## src/rtl/sprite_draw_sched_pkg.sv

```systemverilog
// Shared types and constants for the sprite draw scheduler.
//   state_t : scheduler FSM states
//   rect_t  : rectangle as handed to the scan-driven framebuffer writer
//             (x_end / y_end are exclusive)
//   PAL_*   : palette indices; BG_COLOR is the erase colour (BLACK)
package sprite_draw_sched_pkg;

    localparam int COORD_W = 10;
    localparam int COLOR_W = 4;

    localparam logic [COLOR_W-1:0] PAL_RED    = 4'd0;
    localparam logic [COLOR_W-1:0] PAL_ORANGE = 4'd1;
    localparam logic [COLOR_W-1:0] PAL_YELLOW = 4'd2;
    localparam logic [COLOR_W-1:0] PAL_GREEN  = 4'd3;
    localparam logic [COLOR_W-1:0] PAL_CYAN   = 4'd4;
    localparam logic [COLOR_W-1:0] PAL_BLUE   = 4'd5;
    localparam logic [COLOR_W-1:0] PAL_PINK   = 4'd6;
    localparam logic [COLOR_W-1:0] PAL_BLACK  = 4'd7;
    localparam logic [COLOR_W-1:0] PAL_WHITE  = 4'd8;
    localparam logic [COLOR_W-1:0] PAL_GRAY   = 4'd9;
    localparam logic [COLOR_W-1:0] BG_COLOR   = PAL_BLACK;

    typedef enum logic [2:0] {
        IDLE  = 3'd0,
        ARM   = 3'd1,
        ERASE = 3'd2,
        DRAW  = 3'd3,
        ACK   = 3'd4
    } state_t;

    typedef struct packed {
        logic [COORD_W-1:0] x_start;
        logic [COORD_W-1:0] x_end;
        logic [COORD_W-1:0] y_start;
        logic [COORD_W-1:0] y_end;
    } rect_t;

    function automatic rect_t empty_rect();
        return '0;
    endfunction

endpackage

```

## src/rtl/sprite_draw_sched_if.sv

```systemverilog
// Requester-side bus of the sprite draw scheduler.
//   req          : per-requester level request, held until ack
//   req_x_start.. : packed rectangles, requester i at [i*COORD_W +: COORD_W]
//   req_color    : packed palette indices, requester i at [i*COLOR_W +: COLOR_W]
//   ack          : one-cycle done pulse to the granted requester
// Modports: master = game logic (requesters), slave = scheduler.
interface sprite_draw_sched_if #(
    parameter int NUM_REQ = 4,
    parameter int COORD_W = 10,
    parameter int COLOR_W = 4
);
    logic [NUM_REQ-1:0]         req;
    logic [NUM_REQ*COORD_W-1:0] req_x_start;
    logic [NUM_REQ*COORD_W-1:0] req_x_end;
    logic [NUM_REQ*COORD_W-1:0] req_y_start;
    logic [NUM_REQ*COORD_W-1:0] req_y_end;
    logic [NUM_REQ*COLOR_W-1:0] req_color;
    logic [NUM_REQ-1:0]         ack;

    modport master (
        output req, req_x_start, req_x_end, req_y_start, req_y_end, req_color,
        input  ack
    );

    modport slave (
        input  req, req_x_start, req_x_end, req_y_start, req_y_end, req_color,
        output ack
    );
endinterface

```

## src/rtl/sprite_draw_sched_rr_arbiter.sv

```systemverilog
// Combinational round-robin arbiter.
//   req       : request vector
//   ptr       : highest-priority index this round
//   grant     : one-hot grant (first set bit at or after ptr, wrapping)
//   grant_idx : index of the granted bit
//   valid     : some request is set
module sprite_draw_sched_rr_arbiter #(
    parameter int NUM_REQ = 4,
    parameter int IDX_W   = 2
) (
    input  logic [NUM_REQ-1:0] req,
    input  logic [IDX_W-1:0]   ptr,
    output logic [NUM_REQ-1:0] grant,
    output logic [IDX_W-1:0]   grant_idx,
    output logic               valid
);
    logic [IDX_W:0]   sum;
    logic [IDX_W-1:0] cand;

    always_comb begin
        grant     = '0;
        grant_idx = '0;
        valid     = 1'b0;
        sum       = '0;
        cand      = '0;
        for (int i = 0; i < NUM_REQ; i++) begin
            sum = {1'b0, ptr} + (IDX_W+1)'(i);
            if (sum >= (IDX_W+1)'(NUM_REQ)) begin
                sum = sum - (IDX_W+1)'(NUM_REQ);
            end
            cand = sum[IDX_W-1:0];
            if (!valid && req[cand]) begin
                grant[cand] = 1'b1;
                grant_idx   = cand;
                valid       = 1'b1;
            end
        end
    end
endmodule

```

## src/rtl/sprite_draw_sched.sv

```systemverilog
// Sprite draw scheduler: shares the framebuffer writer's single rectangle
// port among NUM_REQ requesters. Round-robin grant; the granted rectangle is
// held on the port for exactly one frame, start-of-frame to start-of-frame.
//
// Optional build macro SPRITE_ERASE_EN: keeps the last drawn rectangle per
// requester and paints it in BG_COLOR for one frame before the new draw.
//
// Ports:
//   vga_clk, sys_rst_n : pixel clock, async active-low reset
//   pix_x, pix_y       : current scan position
//   req_bus            : requester bus (slave modport)
//   char_*             : rectangle + colour to the writer
//   busy               : high whenever the FSM is not IDLE
//
// state | meaning
// IDLE  | waiting for a request; arbitrate and snapshot the winner
// ARM   | granted, empty rect on port, waiting for start of frame
// ERASE | old rect of the grant in BG_COLOR for one frame
// DRAW  | snapshot rect and colour for one frame
// ACK   | one-cycle ack to the grant, advance rr pointer
module sprite_draw_sched
    import sprite_draw_sched_pkg::*;
#(
    parameter int                 NUM_REQ  = 4,
    parameter int                 COORD_W  = sprite_draw_sched_pkg::COORD_W,
    parameter int                 COLOR_W  = sprite_draw_sched_pkg::COLOR_W,
    parameter logic [COLOR_W-1:0] BG_COLOR = sprite_draw_sched_pkg::BG_COLOR
) (
    input  logic               vga_clk,
    input  logic               sys_rst_n,
    input  logic [COORD_W-1:0] pix_x,
    input  logic [COORD_W-1:0] pix_y,
    sprite_draw_sched_if.slave req_bus,
    output logic [COORD_W-1:0] char_x_start,
    output logic [COORD_W-1:0] char_x_end,
    output logic [COORD_W-1:0] char_y_start,
    output logic [COORD_W-1:0] char_y_end,
    output logic [COLOR_W-1:0] char_color,
    output logic               busy
);
    localparam int IDX_W = (NUM_REQ > 1) ? $clog2(NUM_REQ) : 1;

    state_t             state_q, state_d;
    logic [IDX_W-1:0]   rr_ptr_q;
    logic [IDX_W-1:0]   grant_idx_q;
    rect_t              snap_q;
    logic [COLOR_W-1:0] snap_color_q;
    logic               pix_zero, pix_zero_q, sof_q;

    logic [NUM_REQ-1:0] arb_grant;
    logic [IDX_W-1:0]   arb_idx;
    logic               arb_valid;
    rect_t              sel_rect;
    logic [COLOR_W-1:0] sel_color;

    rect_t              char_rect;
    logic [COLOR_W-1:0] char_color_c;
    logic [NUM_REQ-1:0] ack_c;
    logic               erase_hit;
    rect_t              erase_rect;

    sprite_draw_sched_rr_arbiter #(
        .NUM_REQ (NUM_REQ),
        .IDX_W   (IDX_W)
    ) u_arb (
        .req       (req_bus.req),
        .ptr       (rr_ptr_q),
        .grant     (arb_grant),
        .grant_idx (arb_idx),
        .valid     (arb_valid)
    );

    // Only the winner's slice is muxed out; other requesters may change freely.
    always_comb begin
        sel_rect  = empty_rect();
        sel_color = '0;
        for (int i = 0; i < NUM_REQ; i++) begin
            if (arb_grant[i]) begin
                sel_rect.x_start = req_bus.req_x_start[i*COORD_W +: COORD_W];
                sel_rect.x_end   = req_bus.req_x_end[i*COORD_W +: COORD_W];
                sel_rect.y_start = req_bus.req_y_start[i*COORD_W +: COORD_W];
                sel_rect.y_end   = req_bus.req_y_end[i*COORD_W +: COORD_W];
                sel_color        = req_bus.req_color[i*COLOR_W +: COLOR_W];
            end
        end
    end

    assign pix_zero = (pix_x == '0) && (pix_y == '0);

`ifdef SPRITE_ERASE_EN
    rect_t              old_rect_q [NUM_REQ];
    logic [NUM_REQ-1:0] old_valid_q;

    always_ff @(posedge vga_clk or negedge sys_rst_n) begin
        if (!sys_rst_n) begin
            old_valid_q <= '0;
            for (int i = 0; i < NUM_REQ; i++) begin
                old_rect_q[i] <= empty_rect();
            end
        end else if (state_q == ACK) begin
            old_rect_q[grant_idx_q]  <= snap_q;
            old_valid_q[grant_idx_q] <= 1'b1;
        end
    end

    assign erase_hit  = old_valid_q[grant_idx_q];
    assign erase_rect = old_rect_q[grant_idx_q];
`else
    assign erase_hit  = 1'b0;
    assign erase_rect = empty_rect();
`endif

    always_ff @(posedge vga_clk or negedge sys_rst_n) begin
        if (!sys_rst_n) begin
            state_q      <= IDLE;
            rr_ptr_q     <= '0;
            grant_idx_q  <= '0;
            snap_q       <= empty_rect();
            snap_color_q <= BG_COLOR;
            pix_zero_q   <= 1'b0;
            sof_q        <= 1'b0;
        end else begin
            state_q    <= state_d;
            pix_zero_q <= pix_zero;
            sof_q      <= pix_zero & ~pix_zero_q;
            if (state_q == IDLE && arb_valid) begin
                grant_idx_q  <= arb_idx;
                snap_q       <= sel_rect;
                snap_color_q <= sel_color;
            end
            if (state_q == ACK) begin
                rr_ptr_q <= (grant_idx_q == IDX_W'(NUM_REQ-1)) ? '0 : grant_idx_q + 1'b1;
            end
        end
    end

    // sof_q is registered, so a sof coinciding with the IDLE grant has
    // already gone by the time ARM looks at it.
    always_comb begin
        state_d      = state_q;
        char_rect    = empty_rect();
        char_color_c = BG_COLOR;
        ack_c        = '0;
        case (state_q)
            IDLE: begin
                if (arb_valid) state_d = ARM;
            end
            ARM: begin
                if (sof_q) state_d = erase_hit ? ERASE : DRAW;
            end
            ERASE: begin
                char_rect = erase_rect;
                if (sof_q) state_d = DRAW;
            end
            DRAW: begin
                char_rect    = snap_q;
                char_color_c = snap_color_q;
                if (sof_q) state_d = ACK;
            end
            ACK: begin
                ack_c[grant_idx_q] = 1'b1;
                state_d            = IDLE;
            end
            default: state_d = IDLE;
        endcase
    end

    assign char_x_start = char_rect.x_start;
    assign char_x_end   = char_rect.x_end;
    assign char_y_start = char_rect.y_start;
    assign char_y_end   = char_rect.y_end;
    assign char_color   = char_color_c;
    assign req_bus.ack  = ack_c;
    assign busy         = (state_q != IDLE);

endmodule
```

## src/flat_wrapper.sv

```systemverilog
// flat-port wrapper written by rule: the top's interface ports become plain ports
module sprite_draw_sched_flat import sprite_draw_sched_pkg::*;
#(
    parameter int                 NUM_REQ  = 4,
    parameter int                 COORD_W  = sprite_draw_sched_pkg::COORD_W,
    parameter int                 COLOR_W  = sprite_draw_sched_pkg::COLOR_W,
    parameter logic [COLOR_W-1:0] BG_COLOR = sprite_draw_sched_pkg::BG_COLOR
)
  (vga_clk, sys_rst_n, pix_x, pix_y, char_x_start, char_x_end, char_y_start, char_y_end, char_color, busy, req_bus_req, req_bus_req_x_start, req_bus_req_x_end, req_bus_req_y_start, req_bus_req_y_end, req_bus_req_color, req_bus_ack);
  sprite_draw_sched_if #(.NUM_REQ(NUM_REQ), .COORD_W(COORD_W), .COLOR_W(COLOR_W)) req_bus_i ();
  input  logic vga_clk;
  input  logic sys_rst_n;
  input  logic [COORD_W-1:0] pix_x;
  input  logic [COORD_W-1:0] pix_y;
  output logic [COORD_W-1:0] char_x_start;
  output logic [COORD_W-1:0] char_x_end;
  output logic [COORD_W-1:0] char_y_start;
  output logic [COORD_W-1:0] char_y_end;
  output logic [COLOR_W-1:0] char_color;
  output logic busy;
  input wire logic [$bits(req_bus_i.req)-1:0] req_bus_req;
  input wire logic [$bits(req_bus_i.req_x_start)-1:0] req_bus_req_x_start;
  input wire logic [$bits(req_bus_i.req_x_end)-1:0] req_bus_req_x_end;
  input wire logic [$bits(req_bus_i.req_y_start)-1:0] req_bus_req_y_start;
  input wire logic [$bits(req_bus_i.req_y_end)-1:0] req_bus_req_y_end;
  input wire logic [$bits(req_bus_i.req_color)-1:0] req_bus_req_color;
  output wire logic [$bits(req_bus_i.ack)-1:0] req_bus_ack;
  assign req_bus_i.req = req_bus_req;
  assign req_bus_i.req_x_start = req_bus_req_x_start;
  assign req_bus_i.req_x_end = req_bus_req_x_end;
  assign req_bus_i.req_y_start = req_bus_req_y_start;
  assign req_bus_i.req_y_end = req_bus_req_y_end;
  assign req_bus_i.req_color = req_bus_req_color;
  assign req_bus_ack = req_bus_i.ack;
  sprite_draw_sched #(.NUM_REQ(NUM_REQ), .COORD_W(COORD_W), .COLOR_W(COLOR_W), .BG_COLOR(BG_COLOR)) u_core (.vga_clk(vga_clk), .sys_rst_n(sys_rst_n), .pix_x(pix_x), .pix_y(pix_y), .req_bus(req_bus_i), .char_x_start(char_x_start), .char_x_end(char_x_end), .char_y_start(char_y_start), .char_y_end(char_y_end), .char_color(char_color), .busy(busy));
endmodule
```

## config.mk

```make
export PLATFORM = sky130hd
export DESIGN_NAME = sprite_draw_sched_flat
export DESIGN_NICKNAME = d
export VERILOG_FILES = /design/src/rtl/sprite_draw_sched_pkg.sv /design/src/rtl/sprite_draw_sched_if.sv /design/src/rtl/sprite_draw_sched_rr_arbiter.sv /design/src/rtl/sprite_draw_sched.sv /design/src/flat_wrapper.sv
export SDC_FILE = /design/constraint.sdc
export NUM_CORES = 1
export LEC_CHECK = 0
export CORE_MARGIN = 10
export CORE_UTILIZATION = 47
export DETAILED_ROUTE_END_ITERATION = 8
export GPL_ROUTABILITY_DRIVEN = 0
export HOLD_SLACK_MARGIN = 0.08
export PLACE_DENSITY_LB_ADDON = 0.12
export SYNTH_ARGS = -nofsm -noshare
export SYNTH_HDL_FRONTEND = slang
export SYNTH_SLANG_ARGS = --single-unit
```

## constraint.sdc

```tcl
create_clock -name vga_clk -period 4.85 [get_ports vga_clk]
set_input_delay 0.97 -clock vga_clk [delete_from_list [all_inputs] [get_ports vga_clk]]
set_output_delay 0.97 -clock vga_clk [all_outputs]
set_load 0.01 [all_outputs]
```

==> flow_summary_export.csv <==
group,metric,value,unit
logic_synthesis,synth.most_common_cell,"clkbuf_1",
route,via_count,6546,
logic_synthesis,yosysTopAreaCell,"dfrtp_1",
sta,tightest_slew,1040,ps
worst_hold_path,worstHoldPathType,"register to register",
logic_synthesis,ys_types,51,
cells_and_area,final_cells,1017,
logic_synthesis,synth_async_sr_flop_share,1.00,
route,avgViaCountPerCell,6.44,
place,portBuffers,250,
cells_and_area,final_cell_area,8360,sq um
cts,clkLatencyLatePin,300,ps
floorplanning,num_rows,40,
setup_path,ff2ff_path_depth,9,
run,max_cap_violations,0,
logic_synthesis,yosys_warnings,0,
grt,grt_pass1_vias,6564,
floorplanning,chipHeight,130,microns
grt,grt_pass1_wl,35300,microns
cts,cts_resized,0,
grt,grt_overflow,0,
logic_synthesis,synth_ff_type,"dfrtp_1",
place,dp.final_hpwl,16600,microns
logic_synthesis,synth_edf_count,0,
cts,path_clk_slew,70,ps
setup_path,cp_max_fo,24,
logic_synthesis,netlist_area,5730,sq um
sta,slew_headroom,0.308,
place,placed_area,8190,sq um
power_and_ir_drop,p_total,1.65,mW
route,drtIter0Drc,506,
route,dr.pass1.iters,5,
power_and_ir_drop,power.density,198,nW/um^2
cts,cts_made_buffers,5,
sta,setup_tns,0,ps
route,routed_wirelength,22800,microns
grt,grt_max_degree,89,
logic_synthesis,postSynthNetCount,898,
status,outcome,"completed",
sta,finalCritPeriodShare,0.836,
sta,rsz0062_at_grt,"false",
logic_synthesis,synth_commonest_cells,"clkbuf_1 (52), nor2_1 (51), dfrtp_1 (50), nor4_1 (50), o21ai_0 (48)",
cts,htreeDepth,2,
cts,cts_setup_buffers,0,
sta,slew_viol_final,0,
setup_path,criticalPathCategory,"register to register",
logic_synthesis,ys_ff_latch,53,
cts,cts_tree,"yes",
floorplanning,die_area,17000,sq um
cts,holdBufCountCts,0,
sta,finalHoldViolCount,0,
floorplanning,start_util,0.479,
logic_synthesis,netlist_top_cells_area,"dfrtp_1 (22%), a221oi_2 (10%), a31o_1 (6.7%)",
floorplanning,boundaryPins,251,
setup_path,required,5070,ps
power_and_ir_drop,ir_worst_vdd,0.131,mV
logic_synthesis,seq_area_frac_synth,0.232,
route,post_drt_wl_per_cell,22.4,microns
sta,finClkSkew,10.0,ps
cts,cts_buffer_depth,2,
cts,root_buffer,"clkbuf_16",
grt,grtUsageTotal,0.256,
setup_path,endpoint_kind,"register",
cells_and_area,area_delta_synth_final,45.9,%
route,drc,0,
cts,cts_sinks,53,
worst_hold_path,min_path_cells,1,
sta,setup_violations,0,
floorplanning,core_area,12000,sq um
cells_and_area,drive_above_1_share,0.103,
logic_synthesis,syn_avg_cell_area,8.37,sq um
setup_path,cp-start-kind,"register",
power_and_ir_drop,p_leak,2.90,nW
logic_synthesis,syn_inst,685,
cells_and_area,nets,1082,
floorplanning,die_w,130,microns
logic_synthesis,synth_top_area_frac,0.218,
cells_and_area,antenna_cells,0,
sta,fmax,0.247,GHz
place,dp.cells,1009,
setup_path,crit_arrival,4270,ps
grt,antenna_found_initial,0,
route,ant_nets,0,
sta,min_period,4060,ps
==> worst max-delay path, cell delays in order (launching register included) <==
cell	delay, ps
dfrtp_1	800
inv_1	220
ha_1	480
mux4_2	660
or3b_1	400
a22oi_1	340
a21o_2	460
buf_12	270
a221oi_1	120
a31oi_1	200
==> routing by layer <==
| metal | wire length (microns) | GRT usage |
|---|---|---|
| met4 | 643 | 0.0772 |
| met1 | 8950 | 0.305 |
| met3 | 2050 | 0.0705 |
| met5 | 0 | 0 |
| met2 | 11200 | 0.439 |
==> through the flow <==
stage / hold slack [ps] / worst slack, ps / utilization
2_1_floorplan: 385 / 1630 / -
3_3_place_gp: 397 / 824 / 0.685
3_5_place_dp: 411 / 724 / 0.685
4_1_cts: 420 / 809 / 0.699
5_1_grt: 419 / 528 / 0.699
6_report: 415 / 794 / 0.699
==> worst paths after layout <==
path                                                 from                       endpoint  slack, ps
setup / recovery           u_core.rr_ptr_q[0]$_DFFE_PN0P_   u_core.snap_q[9]$_DFFE_PN0P_        790
hold / removal                u_core.pix_zero_q$_DFF_PN0_         u_core.sof_q$_DFF_PN0_        420
setup reg to reg           u_core.rr_ptr_q[0]$_DFFE_PN0P_   u_core.snap_q[9]$_DFFE_PN0P_        790
hold reg to reg               u_core.pix_zero_q$_DFF_PN0_         u_core.sof_q$_DFF_PN0_        420
max in group asynchronous                       sys_rst_n  u_core.snap_q[13]$_DFFE_PN0P_       3540
min in group asynchronous                       sys_rst_n  u_core.snap_q[23]$_DFFE_PN0P_        810
==> sequential cells by signal, summed over array words and instances (netlist names) <==
signal	flops
u_core.pix_zero_q	1
u_core.sof_q	1
u_core.rr_ptr_q	2
u_core.snap_q	40
u_core.grant_idx_q	2
u_core.state_q	3
u_core.snap_color_q	4
==> cells by family (layout without fill, tap and decap cells) <==
family	Yosys count	count (layout)	share of synthesized area
AO/OA/AOI/OAI	248	248	0.363
buffers and inverters	103	288	0.0882
adder cells (fa/ha/maj)	11	11	0.0240
flip-flops	53	53	0.232
multiplexers	6	6	0.0175
XOR/XNOR	1	1	0.00153
AND/OR/NAND/NOR	263	263	0.273
==> power by group <==
part           internal (mW)  switching, mW  leakage, nW
registers              0.546         0.0541        0.618
logic                  0.351          0.275         2.20
clock network          0.259          0.171       0.0841
total                   1.15          0.500         2.90
==> cells in the final DEF (no fill, tap or decap), drive strengths merged, types with 2 or more instances in the layout <==
| cell | n |
|---|---|
| a31oi | 45 |
| dfstp | 3 |
| ha | 11 |
| nand2b | 45 |
| o22ai | 3 |
| inv | 12 |
| buf | 19 |
| or4 | 44 |
| nor4 | 51 |
| o21ai | 48 |
| a31o | 44 |
| dfrtp | 50 |
| and2 | 47 |
| a22oi | 2 |
| or3 | 4 |
| nand2 | 10 |
| a21o | 4 |
| nor3 | 3 |
| mux4 | 3 |
| or3b | 3 |
| nor3b | 2 |
| a21oi | 4 |
| a221oi | 45 |
| a211oi | 46 |
| nor2 | 51 |
| clkdlybuf4s50 | 249 |
| clkbuf | 7 |
| mux2 | 2 |
==> final cells by class <==
class,instances,area (sq um)
Clock inverter,1,30.0
Multi-Input combinational cell,529,3940
Inverter,12,45.0
Timing Repair Buffer,268,2700
Clock buffer,7,143
Fill cell,966,3600
Sequential cell,53,1330
Tap cell,147,184
(Power assumes the default switching activity.)
